File: src/rtl/axis_result_streamer_if.sv
`default_nettype none
// ============================================================================
//  Module      : axis_result_streamer_if
//  Description : AXI4-Stream master-side bundle (TVALID/TDATA/TLAST/TREADY)
//                used by the result streamer output stage.
//  Revision    : 1.0 - initial release
// ============================================================================
interface axis_result_streamer_if #(
    parameter int AXIS_WIDTH = 32
);
    logic                  tvalid;
    logic [AXIS_WIDTH-1:0] tdata;
    logic                  tlast;
    logic                  tready;

    // Source side of the stream
    modport master (
        output tvalid,
        output tdata,
        output tlast,
        input  tready
    );

    // Sink side of the stream
    modport slave (
        input  tvalid,
        input  tdata,
        input  tlast,
        output tready
    );
endinterface
`default_nettype wire

File: src/rtl/axis_result_streamer.sv
`default_nettype none
// ============================================================================
//  Module      : axis_result_streamer
//  Description : Reads NUM_WORDS entries from a synchronous-read result RAM
//                on START and emits them as one AXI4-Stream packet. Entries
//                are zero-extended to AXIS_WIDTH, the last beat carries
//                TLAST, and a 2-entry output FIFO absorbs TREADY backpressure.
//  Revision    : 1.0 - initial release
// ============================================================================
module axis_result_streamer #(
    parameter int DATA_WIDTH = 8,
    parameter int AXIS_WIDTH = 32,
    parameter int NUM_WORDS  = 2,
    parameter int ADDR_WIDTH = 1
) (
    input  wire                   ACLK,
    input  wire                   ARESETN,
    input  wire                   i_start,
    output logic                  o_busy,
    output logic                  o_done,
    output logic                  o_ram_rden,
    output logic [ADDR_WIDTH-1:0] o_ram_addr,
    input  wire  [DATA_WIDTH-1:0] i_ram_rdata,
    axis_result_streamer_if.master m_axis
);

    // The read pointer must be able to hold NUM_WORDS itself (the "all reads
    // issued" value); ADDR_WIDTH+1 bits always suffice for that.
    localparam int                    PTR_W       = ADDR_WIDTH + 1;
    localparam logic [PTR_W-1:0]      c_NUM_WORDS = PTR_W'(NUM_WORDS);
    localparam logic [ADDR_WIDTH-1:0] c_LAST_ADDR = ADDR_WIDTH'(NUM_WORDS - 1);

    typedef enum logic [1:0] {
        S_IDLE   = 2'd0,
        S_STREAM = 2'd1,
        S_DONE   = 2'd2
    } state_t;

    state_t                r_state;
    logic [PTR_W-1:0]      r_rd_ptr;

    // Read pipeline: o_ram_rden is the request cycle, r_cap marks the cycle
    // in which RAM data is valid and gets pushed at the next edge.
    logic                  r_cap;
    logic                  r_cap_last;

    // Two-entry shift FIFO; slot 0 is always the head presented on the bus.
    logic                  r_v0;
    logic                  r_v1;
    logic [DATA_WIDTH-1:0] r_d0;
    logic [DATA_WIDTH-1:0] r_d1;
    logic                  r_l0;
    logic                  r_l1;

    logic                  w_pop;
    logic                  w_push;
    logic [2:0]            w_occ;
    logic                  w_issue;

    assign w_pop  = r_v0 & m_axis.tready;
    assign w_push = r_cap;

    // Slots committed after this edge if no new read is issued: stored
    // entries plus both in-flight reads, less the beat leaving now.
    assign w_occ   = 3'(r_v0) + 3'(r_v1) + 3'(r_cap) + 3'(o_ram_rden) - 3'(w_pop);
    assign w_issue = (r_state == S_STREAM) && (r_rd_ptr < c_NUM_WORDS) && (w_occ < 3'd2);

    assign m_axis.tvalid = r_v0;
    assign m_axis.tdata  = AXIS_WIDTH'(r_d0);
    assign m_axis.tlast  = r_l0;

    // Packet control FSM with registered status and RAM read requests
    always_ff @(posedge ACLK or negedge ARESETN) begin
        if (!ARESETN) begin
            r_state    <= S_IDLE;
            o_busy     <= 1'b0;
            o_done     <= 1'b0;
            o_ram_rden <= 1'b0;
            o_ram_addr <= '0;
            r_rd_ptr   <= '0;
        end else begin
            o_ram_rden <= 1'b0;
            o_done     <= 1'b0;
            case (r_state)
                S_IDLE: begin
                    if (i_start) begin
                        // FIFO is empty here, so the first read goes out at once
                        r_state    <= S_STREAM;
                        o_busy     <= 1'b1;
                        o_ram_rden <= 1'b1;
                        o_ram_addr <= '0;
                        r_rd_ptr   <= PTR_W'(1);
                    end
                end
                S_STREAM: begin
                    if (w_issue) begin
                        o_ram_rden <= 1'b1;
                        o_ram_addr <= r_rd_ptr[ADDR_WIDTH-1:0];
                        r_rd_ptr   <= r_rd_ptr + PTR_W'(1);
                    end
                    if (w_pop && r_l0) begin
                        r_state <= S_DONE;
                        o_done  <= 1'b1;
                    end
                end
                S_DONE: begin
                    r_state <= S_IDLE;
                    o_busy  <= 1'b0;
                end
                default: begin
                    r_state <= S_IDLE;
                    o_busy  <= 1'b0;
                end
            endcase
        end
    end

    // Track which cycle carries valid RAM data and whether it is the last entry
    always_ff @(posedge ACLK or negedge ARESETN) begin
        if (!ARESETN) begin
            r_cap      <= 1'b0;
            r_cap_last <= 1'b0;
        end else begin
            r_cap      <= o_ram_rden;
            r_cap_last <= o_ram_rden && (o_ram_addr == c_LAST_ADDR);
        end
    end

    // Output FIFO: push captured RAM data, pop on handshake, shift toward slot 0
    always_ff @(posedge ACLK or negedge ARESETN) begin
        if (!ARESETN) begin
            r_v0 <= 1'b0;
            r_v1 <= 1'b0;
            r_d0 <= '0;
            r_d1 <= '0;
            r_l0 <= 1'b0;
            r_l1 <= 1'b0;
        end else if (w_pop) begin
            if (r_v1) begin
                r_d0 <= r_d1;
                r_l0 <= r_l1;
                r_v1 <= w_push;
                if (w_push) begin
                    r_d1 <= i_ram_rdata;
                    r_l1 <= r_cap_last;
                end
            end else begin
                r_v0 <= w_push;
                if (w_push) begin
                    r_d0 <= i_ram_rdata;
                    r_l0 <= r_cap_last;
                end
            end
        end else if (w_push) begin
            if (!r_v0) begin
                r_v0 <= 1'b1;
                r_d0 <= i_ram_rdata;
                r_l0 <= r_cap_last;
            end else begin
                r_v1 <= 1'b1;
                r_d1 <= i_ram_rdata;
                r_l1 <= r_cap_last;
            end
        end
    end

endmodule
`default_nettype wire

File: src/flat_wrapper.sv
// flat-port wrapper written by rule: the top's interface ports become plain ports
module axis_result_streamer_flat 
#(
    parameter int DATA_WIDTH = 8,
    parameter int AXIS_WIDTH = 32,
    parameter int NUM_WORDS  = 2,
    parameter int ADDR_WIDTH = 1
)
  (ACLK, ARESETN, i_start, o_busy, o_done, o_ram_rden, o_ram_addr, i_ram_rdata, m_axis_tvalid, m_axis_tdata, m_axis_tlast, m_axis_tready);
  axis_result_streamer_if #(.AXIS_WIDTH(AXIS_WIDTH)) m_axis_i ();
  input  wire ACLK;
  input  wire ARESETN;
  input  wire i_start;
  output logic o_busy;
  output logic o_done;
  output logic o_ram_rden;
  output logic [ADDR_WIDTH-1:0] o_ram_addr;
  input  wire  [DATA_WIDTH-1:0] i_ram_rdata;
  output wire logic [$bits(m_axis_i.tvalid)-1:0] m_axis_tvalid;
  output wire logic [$bits(m_axis_i.tdata)-1:0] m_axis_tdata;
  output wire logic [$bits(m_axis_i.tlast)-1:0] m_axis_tlast;
  input wire logic [$bits(m_axis_i.tready)-1:0] m_axis_tready;
  assign m_axis_tvalid = m_axis_i.tvalid;
  assign m_axis_tdata = m_axis_i.tdata;
  assign m_axis_tlast = m_axis_i.tlast;
  assign m_axis_i.tready = m_axis_tready;
  axis_result_streamer #(.DATA_WIDTH(DATA_WIDTH), .AXIS_WIDTH(AXIS_WIDTH), .NUM_WORDS(NUM_WORDS), .ADDR_WIDTH(ADDR_WIDTH)) u_core (.ACLK(ACLK), .ARESETN(ARESETN), .i_start(i_start), .o_busy(o_busy), .o_done(o_done), .o_ram_rden(o_ram_rden), .o_ram_addr(o_ram_addr), .i_ram_rdata(i_ram_rdata), .m_axis(m_axis_i));
endmodule
File: config.mk
export PLATFORM = sky130hd
export DESIGN_NAME = axis_result_streamer_flat
export DESIGN_NICKNAME = d
export VERILOG_FILES = /design/src/rtl/axis_result_streamer_if.sv /design/src/rtl/axis_result_streamer.sv /design/src/flat_wrapper.sv
export SDC_FILE = /design/constraint.sdc
export NUM_CORES = 1
export LEC_CHECK = 0
export ABC_CLOCK_PERIOD_IN_PS = 3400
export CAP_MARGIN = 20
export CORE_MARGIN = 2
export CORE_UTILIZATION = 46
export DETAILED_ROUTE_END_ITERATION = 10
export HOLD_SLACK_MARGIN = 0.05
export PLACE_DENSITY = 0.79
export SLEW_MARGIN = 15
export SYNTH_ARGS = -nofsm -noshare
export SYNTH_HDL_FRONTEND = slang
export SYNTH_SLANG_ARGS = --single-unit
File: constraint.sdc
create_clock -name ACLK -period 3.4 [get_ports ACLK]
set_clock_uncertainty 0.1 [all_clocks]
set_input_delay 0.34 -clock ACLK [delete_from_list [all_inputs] [get_ports ACLK]]
set_output_delay 0.34 -clock ACLK [all_outputs]
set_load 0.1 [all_outputs]
==> results of run 1 <==
per-stage QoR:
step	std cells	setup slack [ns]	instance area, sq um
after floorplan	156	0.2093	1668
after global routing	212	0.4516	1863
final	212	0.5515	1863
after detailed placement	204	0.2281	1803
after global placement	204	0.4088	1803
after CTS	212	0.5735	1863
critical path, stage by stage:
cell and delay, ns:
clkdlybuf4s50_1 0.57, nand2_1 0.15, ha_1 0.33, ha_1 0.27, a21o_1 0.17, fa_1 0.39
xor2_1 0.30, nand4b_1 0.20, o211a_1 0.25
kinds of logic (layout without fill, tap and decap cells):
logic type / after synthesis / in the layout / synth area share
adders and majority gates: 5 / 5 / 0.04431
muxes: 27 / 27 / 0.1922
and+or+nand+nor: 23 / 23 / 0.09020
DFF: 30 / 30 / 0.4747
xor gates and xnor gates: 1 / 1 / 0.005539
buffers and inverters: 31 / 41 / 0.1305
AOI/OAI and AO/OA: 15 / 15 / 0.06013
other: 1 / 24 / 0.002371
sequential cells by signal, summed over array words and instances (netlist names):
signal,cells
u_core.r_l1,1
u_core.o_ram_addr,1
u_core.r_v1,1
u_core.r_d0,8
u_core.o_done,1
u_core.m_axis.tlast,1
u_core.o_busy,1
u_core.r_cap_last,1
u_core.r_d1,8
u_core.r_state,2
u_core.o_ram_rden,1
u_core.m_axis.tvalid,1
u_core.r_cap,1
u_core.r_rd_ptr,2
cell usage after synthesis, drive strengths merged, types with 2 or more instances:
library cell	number	area (sq um)
a21o	2	15.01
a21oi	6	30.03
buf	24	180.2
dfrtp	30	750.7
ha	4	50.05
inv	7	26.28
mux2	27	304.0
nand2	5	18.77
nand2b	5	31.28
nand3	2	15.01
nor2	3	11.26
nor3	3	26.28
o21ai	2	10.01
cell type report:
cell class	count	area, sq um
Clock buffer	7	55.05
Clock inverter	1	5.005
Tap cell	46	57.56
Multi-Input combinational cell	95	710.7
Fill cell	302	1448
Sequential cell	30	750.7
Inverter	7	26.28
Timing Repair Buffer	26	257.7
final timing paths:
path,start,endpoint,slack (ns),cells past startpoint
min in group ACLK,u_core.o_ram_rden,u_core.r_cap,0.36,0
max,m_axis_tready,u_core.r_rd_ptr[0],0.55,9
max reg2reg,u_core.m_axis.tvalid,u_core.r_rd_ptr[0],0.66,8
max in group asynchronous,ARESETN,u_core.r_rd_ptr[1],2.63,2
min,ARESETN,u_core.r_d1[4],0.30,2
min reg2reg,u_core.o_ram_rden,u_core.r_cap,0.36,0
metal layers:
metal | vias up | part of all wire
li1 | 470 | -
met1 | 498 | 0.42
met2 | 26 | 0.52
met3 | 2 | 0.052
met4 | 0 | 0.0052
met5 | - | 0
==> run_summary.xml, run 1 <==
<?xml version="1.0" encoding="UTF-8"?>
<metrics>
  <group name="run_status">
    <metric name="outcome" unit="">completed</metric>
  </group>
  <group name="finish">
    <metric name="mostFrequentLayoutCells" unit="">dfrtp_1 (30), mux2_2 (27), clkdlybuf4s50_1 (25), conb_1 (24), inv_1 (7)</metric>
    <metric name="layout.cells.most_common" unit="">dfrtp_1</metric>
    <metric name="nNetsFinal" unit="">182</metric>
    <metric name="layout-area-overhead-vs-synth" unit="%">17.80</metric>
    <metric name="num_antenna_cells" unit="">0</metric>
    <metric name="ratio_of_cells_with_drive_above_1_in_the_final_layout" unit="">0.2289</metric>
    <metric name="postLayoutCoreUtil" unit="">0.5627</metric>
  </group>
  <group name="global_route">
    <metric name="via_count_of_the_first_global_routing_pass" unit="">1041</metric>
    <metric name="grt_start_max_net_pins" unit="">31</metric>
    <metric name="grt_first_pass_wirelength" unit="um">4505</metric>
    <metric name="grtUsageMet2" unit="">0.2554</metric>
    <metric name="grt_most_used_layer" unit="">met2</metric>
    <metric name="antenna_found_initial" unit="">0</metric>
    <metric name="grt_util_met3" unit="">0.04685</metric>
    <metric name="global_route_usage_sum" unit="">0.1462</metric>
    <metric name="grtUsageMet1" unit="">0.1722</metric>
    <metric name="grt_overflow" unit="">0</metric>
  </group>
  <group name="job">
    <metric name="max-cap-violations" unit="">0</metric>
  </group>
  <group name="logic_synthesis">
    <metric name="post_synth_inst_count" unit="">133</metric>
    <metric name="syn_area" unit="sq mm">0.001582</metric>
    <metric name="synth_enable_flop_cells" unit="">0</metric>
    <metric name="sequential_fraction_of_the_synthesis_area" unit="">0.4747</metric>
    <metric name="share_of_synthesized_flip_flops_with_an_asynchronous_set_or_reset" unit="">1.000</metric>
    <metric name="netlist-cell-type-count" unit="">28</metric>
    <metric name="yosys_most_used_dff" unit="">dfrtp_1</metric>
    <metric name="synth_area_per_cell" unit="sq um">11.89</metric>
    <metric name="yosysWarningCount" unit="">0</metric>
    <metric name="synth.ff_latch_count" unit="">30</metric>
  </group>
  <group name="die">
    <metric name="start_util" unit="">0.4777</metric>
    <metric name="io-pin-count" unit="">50</metric>
    <metric name="core-area" unit="sq mm">0.003311</metric>
    <metric name="placement_rows" unit="">21</metric>
    <metric name="overall_die_height" unit="um">62.64</metric>
    <metric name="die_footprint" unit="sq mm">0.003923</metric>
    <metric name="die_w" unit="um">62.64</metric>
  </group>
  <group name="routing">
    <metric name="dr.first_iter.drc_count" unit="">11</metric>
    <metric name="remaining_antenna_violation_count_after_routing" unit="">0</metric>
    <metric name="routed_wirelength" unit="um">2677</metric>
    <metric name="detail_route.wl_per_cell" unit="um">12.63</metric>
    <metric name="drt-vias-per-instance" unit="">4.698</metric>
    <metric name="drc_errors" unit="">0</metric>
    <metric name="route.vias.total" unit="">996</metric>
    <metric name="drt_pass1_iterations" unit="">4</metric>
  </group>
  <group name="clocking">
    <metric name="cts_buffer_depth" unit="">2</metric>
    <metric name="cts_setup_buffers" unit="">0</metric>
    <metric name="tritoncts" unit="">built</metric>
    <metric name="clock_sink_count" unit="">30</metric>
    <metric name="post_cts_resize_count" unit="">0</metric>
    <metric name="worstSkewPairLatency" unit="ns">0.32</metric>
    <metric name="root_buffer" unit="">clkbuf_4</metric>
    <metric name="worst_path_clk_slew" unit="ns">0.10</metric>
    <metric name="cts_hold_repair.buffers" unit="">0</metric>
    <metric name="cts_htree_levels" unit="">2</metric>
    <metric name="numCtsBuffers" unit="">5</metric>
  </group>
  <group name="sta">
    <metric name="worst_hold_slack" unit="ns">0.3037</metric>
    <metric name="tns" unit="ns">0</metric>
    <metric name="worst_pin_slew" unit="ns">0.9750</metric>
    <metric name="hold_viol_final" unit="">0</metric>
    <metric name="finalSetupViolCount" unit="">0</metric>
    <metric name="grt_setup_unrepaired" unit="">no</metric>
    <metric name="finalWorstPathRequiredPeriod" unit="ns">2.849</metric>
    <metric name="max_freq" unit="MHz">351.1</metric>
    <metric name="fin_max_slew_vios" unit="">0</metric>
    <metric name="layout_worst_path_cycle_share" unit="">0.8378</metric>
    <metric name="slew_headroom" unit="">0.3480</metric>
  </group>
  <group name="critical_path">
    <metric name="timing.setup.critical_path_class" unit="">in -&gt; reg</metric>
    <metric name="worstPathMaxFanout" unit="">6</metric>
    <metric name="arrival" unit="ns">2.96</metric>
    <metric name="critical_path.startpoint_type" unit="">primary input</metric>
    <metric name="worst_setup_path_end_kind" unit="">flip-flop</metric>
    <metric name="cp_data_required_time" unit="ns">3.51</metric>
  </group>
  <group name="place">
    <metric name="globalplace.congestion" unit="">0.7615</metric>
    <metric name="detailedPlacementHpwl" unit="um">2040</metric>
    <metric name="buffer_ports.inserted" unit="">25</metric>
  </group>
  <group name="worst_hold_path">
    <metric name="holdCritPathClass" unit="">in -&gt; async</metric>
  </group>
</metrics>
Power of run 1 is not shown: default switching activity piles up to over one toggle a cycle in this logic, so the estimate is an artifact.
==> run 2, diff against run 1 <==
--- a/config.mk
+++ b/config.mk
@@ -5,7 +5,7 @@
 export SDC_FILE = /design/constraint.sdc
 export NUM_CORES = 1
 export LEC_CHECK = 0
-export ABC_CLOCK_PERIOD_IN_PS = 3400
+export ABC_CLOCK_PERIOD_IN_PS = 2800
 export CAP_MARGIN = 20
 export CORE_MARGIN = 2
 export CORE_UTILIZATION = 46
==> constraint.sdc (replaced) <==
create_clock -name ACLK -period 2.8 [get_ports ACLK]
set_clock_uncertainty 0.1 [all_clocks]
set_input_delay 0.28 -clock ACLK [delete_from_list [all_inputs] [get_ports ACLK]]
set_output_delay 0.28 -clock ACLK [all_outputs]
set_load 0.1 [all_outputs]
==> run 2 against run 1 <==
  * Hold slack worse by 0.066 ns
  * Wire length is 4.9% higher
  * Highest routed layer unchanged
  * Design area is 0.87% lower
  * Critical endpoint unchanged
  * Global-route usage is 1.4 points higher
  * Critical path depth is 1 lower
  * Core utilization is 0.49 points lower
==> run_summary.xml, run 2 (synthesized netlist as in run 1, its figures left out) <==
<?xml version="1.0" encoding="UTF-8"?>
<metrics>
  <group name="finish">
    <metric name="mostFrequentLayoutCells" unit="">dfrtp_1 (29), mux2_2 (27), conb_1 (24), buf_4 (17), clkdlybuf4s50_1 (11)</metric>
    <metric name="num_antenna_cells" unit="">0</metric>
    <metric name="fillers" unit="">324</metric>
    <metric name="layout-area-overhead-vs-synth" unit="%">16.77</metric>
    <metric name="layout.cells.most_common" unit="">dfrtp_1</metric>
    <metric name="largestRegisters" unit="">u_core.r_d0 (8), u_core.r_d1 (8)</metric>
    <metric name="ratio_of_cells_with_drive_above_1_in_the_final_layout" unit="">0.3274</metric>
    <metric name="nNetsFinal" unit="">184</metric>
  </group>
  <group name="routing">
    <metric name="drt-vias-per-instance" unit="">4.640</metric>
    <metric name="detail_route.wl_per_cell" unit="um">13.12</metric>
    <metric name="drc_errors" unit="">0</metric>
    <metric name="drt_pass1_iterations" unit="">4</metric>
    <metric name="route.vias.total" unit="">993</metric>
    <metric name="routed_wirelength" unit="um">2807</metric>
    <metric name="remaining_antenna_violation_count_after_routing" unit="">0</metric>
    <metric name="dr.first_iter.drc_count" unit="">15</metric>
  </group>
  <group name="global_route">
    <metric name="grt_overflow" unit="">0</metric>
    <metric name="grtUsageMet1" unit="">0.1856</metric>
    <metric name="grt_most_used_layer" unit="">met2</metric>
    <metric name="grt_first_pass_wirelength" unit="um">4761</metric>
    <metric name="grt_util_met3" unit="">0.04685</metric>
    <metric name="grt_start_max_net_pins" unit="">31</metric>
    <metric name="antenna_found_initial" unit="">0</metric>
    <metric name="via_count_of_the_first_global_routing_pass" unit="">1017</metric>
    <metric name="global_route_usage_sum" unit="">0.1607</metric>
    <metric name="grtUsageMet2" unit="">0.2661</metric>
  </group>
  <group name="clocking">
    <metric name="worstSkewPairLatency" unit="ns">0.33</metric>
    <metric name="worst_path_clk_slew" unit="ns">0.09</metric>
    <metric name="cts_htree_levels" unit="">2</metric>
    <metric name="cts_hold_repair.buffers" unit="">0</metric>
    <metric name="cts_setup_buffers" unit="">0</metric>
    <metric name="clock_sink_count" unit="">30</metric>
    <metric name="post_cts_resize_count" unit="">0</metric>
    <metric name="numCtsBuffers" unit="">5</metric>
    <metric name="tritoncts" unit="">built</metric>
    <metric name="root_buffer" unit="">clkbuf_4</metric>
    <metric name="cts_buffer_depth" unit="">2</metric>
  </group>
  <group name="critical_path">
    <metric name="r2r-start" unit="">u_core.m_axis.tvalid</metric>
    <metric name="cp_data_required_time" unit="ns">2.92</metric>
    <metric name="r2r_end" unit="">u_core.r_rd_ptr[0]</metric>
    <metric name="cp_cell_sequence" unit="">nand2_1 -&gt; ha_1 -&gt; ha_1 -&gt; a21o_1 -&gt; fa_1 -&gt; nor2_1 -&gt; nand4b_1 -&gt; o211a_1</metric>
    <metric name="critical_path_buf_inv_count" unit="">0</metric>
    <metric name="ff2ff_path_depth" unit="">8</metric>
    <metric name="slowest_delay" unit="ns">0.52</metric>
    <metric name="worst_path_dominant_cell_family" unit="">adder cells</metric>
    <metric name="worst_setup_path_end_kind" unit="">flip-flop</metric>
    <metric name="worstPathMaxFanout" unit="">7</metric>
    <metric name="timing.setup.critical_path_class" unit="">reg -&gt; reg</metric>
    <metric name="critical_path.startpoint_type" unit="">flip-flop</metric>
    <metric name="arrival" unit="ns">2.75</metric>
    <metric name="critPathMostFrequentCell" unit="">ha_1</metric>
    <metric name="crit_slowest_cell" unit="">dfrtp_4</metric>
    <metric name="r2r_slack" unit="ns">0.17</metric>
  </group>
  <group name="die">
    <metric name="start_util" unit="">0.4777</metric>
    <metric name="core-area" unit="sq mm">0.003311</metric>
    <metric name="die_footprint" unit="sq mm">0.003923</metric>
    <metric name="io-pin-count" unit="">50</metric>
    <metric name="overall_die_height" unit="um">62.64</metric>
    <metric name="placement_rows" unit="">21</metric>
    <metric name="die_w" unit="um">62.64</metric>
  </group>
  <group name="place">
    <metric name="buffer_ports.inserted" unit="">25</metric>
    <metric name="detailedPlacementHpwl" unit="um">2083</metric>
    <metric name="globalplace.congestion" unit="">0.7634</metric>
  </group>
  <group name="sta">
    <metric name="finalSetupViolCount" unit="">0</metric>
    <metric name="fin_max_slew_vios" unit="">0</metric>
    <metric name="grt_setup_unrepaired" unit="">no</metric>
    <metric name="tns" unit="ns">0</metric>
    <metric name="hold_viol_final" unit="">0</metric>
    <metric name="finalWorstPathRequiredPeriod" unit="ns">2.630</metric>
    <metric name="layout_worst_path_cycle_share" unit="">0.9393</metric>
    <metric name="max_freq" unit="MHz">380.2</metric>
  </group>
  <group name="run_status">
    <metric name="outcome" unit="">completed</metric>
  </group>
  <group name="worst_hold_path">
    <metric name="holdCritPathClass" unit="">in -&gt; async</metric>
  </group>
  <group name="job">
    <metric name="max-cap-violations" unit="">0</metric>
  </group>
</metrics>
-- run 2: layout make-up --
type,instances,area (sq um),area share
clock inverter,1,5.005,0.002710
clock buffer,7,55.05,0.02981
timing repair buffer,28,237.7,0.1287
tap,46,57.56,0.03117
sequential,30,754.5,0.4085
inverter,7,26.28,0.01423
multi-input combinational,95,710.7,0.3848
-- run 2: how the worst max path moves through the flow --
stage | startpoint | end | slack, ns | cells after the start
after floorplan | u_core.m_axis.tvalid | u_core.r_rd_ptr[0] | 0.08 | 8
after global placement | m_axis_tready | u_core.r_rd_ptr[0] | 0.01 | 9
after detailed placement | m_axis_tready | u_core.r_rd_ptr[0] | -0.12 | 9
after CTS | u_core.m_axis.tvalid | u_core.r_rd_ptr[0] | 0.18 | 8
after global routing | u_core.m_axis.tvalid | u_core.r_rd_ptr[0] | 0.05 | 8
final | u_core.m_axis.tvalid | u_core.r_rd_ptr[0] | 0.17 | 8
-- run 2: per-layer routing --
metal / share of wire / wire [um] / vias to the layer above
met1: 0.42 / 1187 / 478
met3: 0.050 / 139 / 9
met2: 0.50 / 1412 / 32
met4: 0.024 / 67 / 0
li1: - / - / 474
met5: 0 / 0 / -
-- run 2: per-stage QoR --
| stage | instances | setup slack [ns] | hold slack (ns) | utilization | cell area [sq um] |
|---|---|---|---|---|---|
| floorplan | 156 | 0.08275 | -0.1156 | - | 1672 |
| global placement | 206 | 0.01143 | 0.3507 | 0.5397 | 1787 |
| detailed placement | 206 | -0.1201 | 0.3637 | 0.5397 | 1787 |
| CTS | 214 | 0.1761 | 0.2346 | 0.5578 | 1847 |
| global route | 214 | 0.04534 | 0.2576 | 0.5578 | 1847 |
| finish | 214 | 0.1699 | 0.2375 | 0.5578 | 1847 |
-- run 2: worst register-to-register path, delay by kind of cell, from the launching register on --
family	cells	cell delay, ns
AOI/OAI and AO/OA	2	0.42
DFF	1	0.52
adders and majority gates	3	0.94
and+or+nand+nor	3	0.54
Power of run 2 is left out for the same reason.
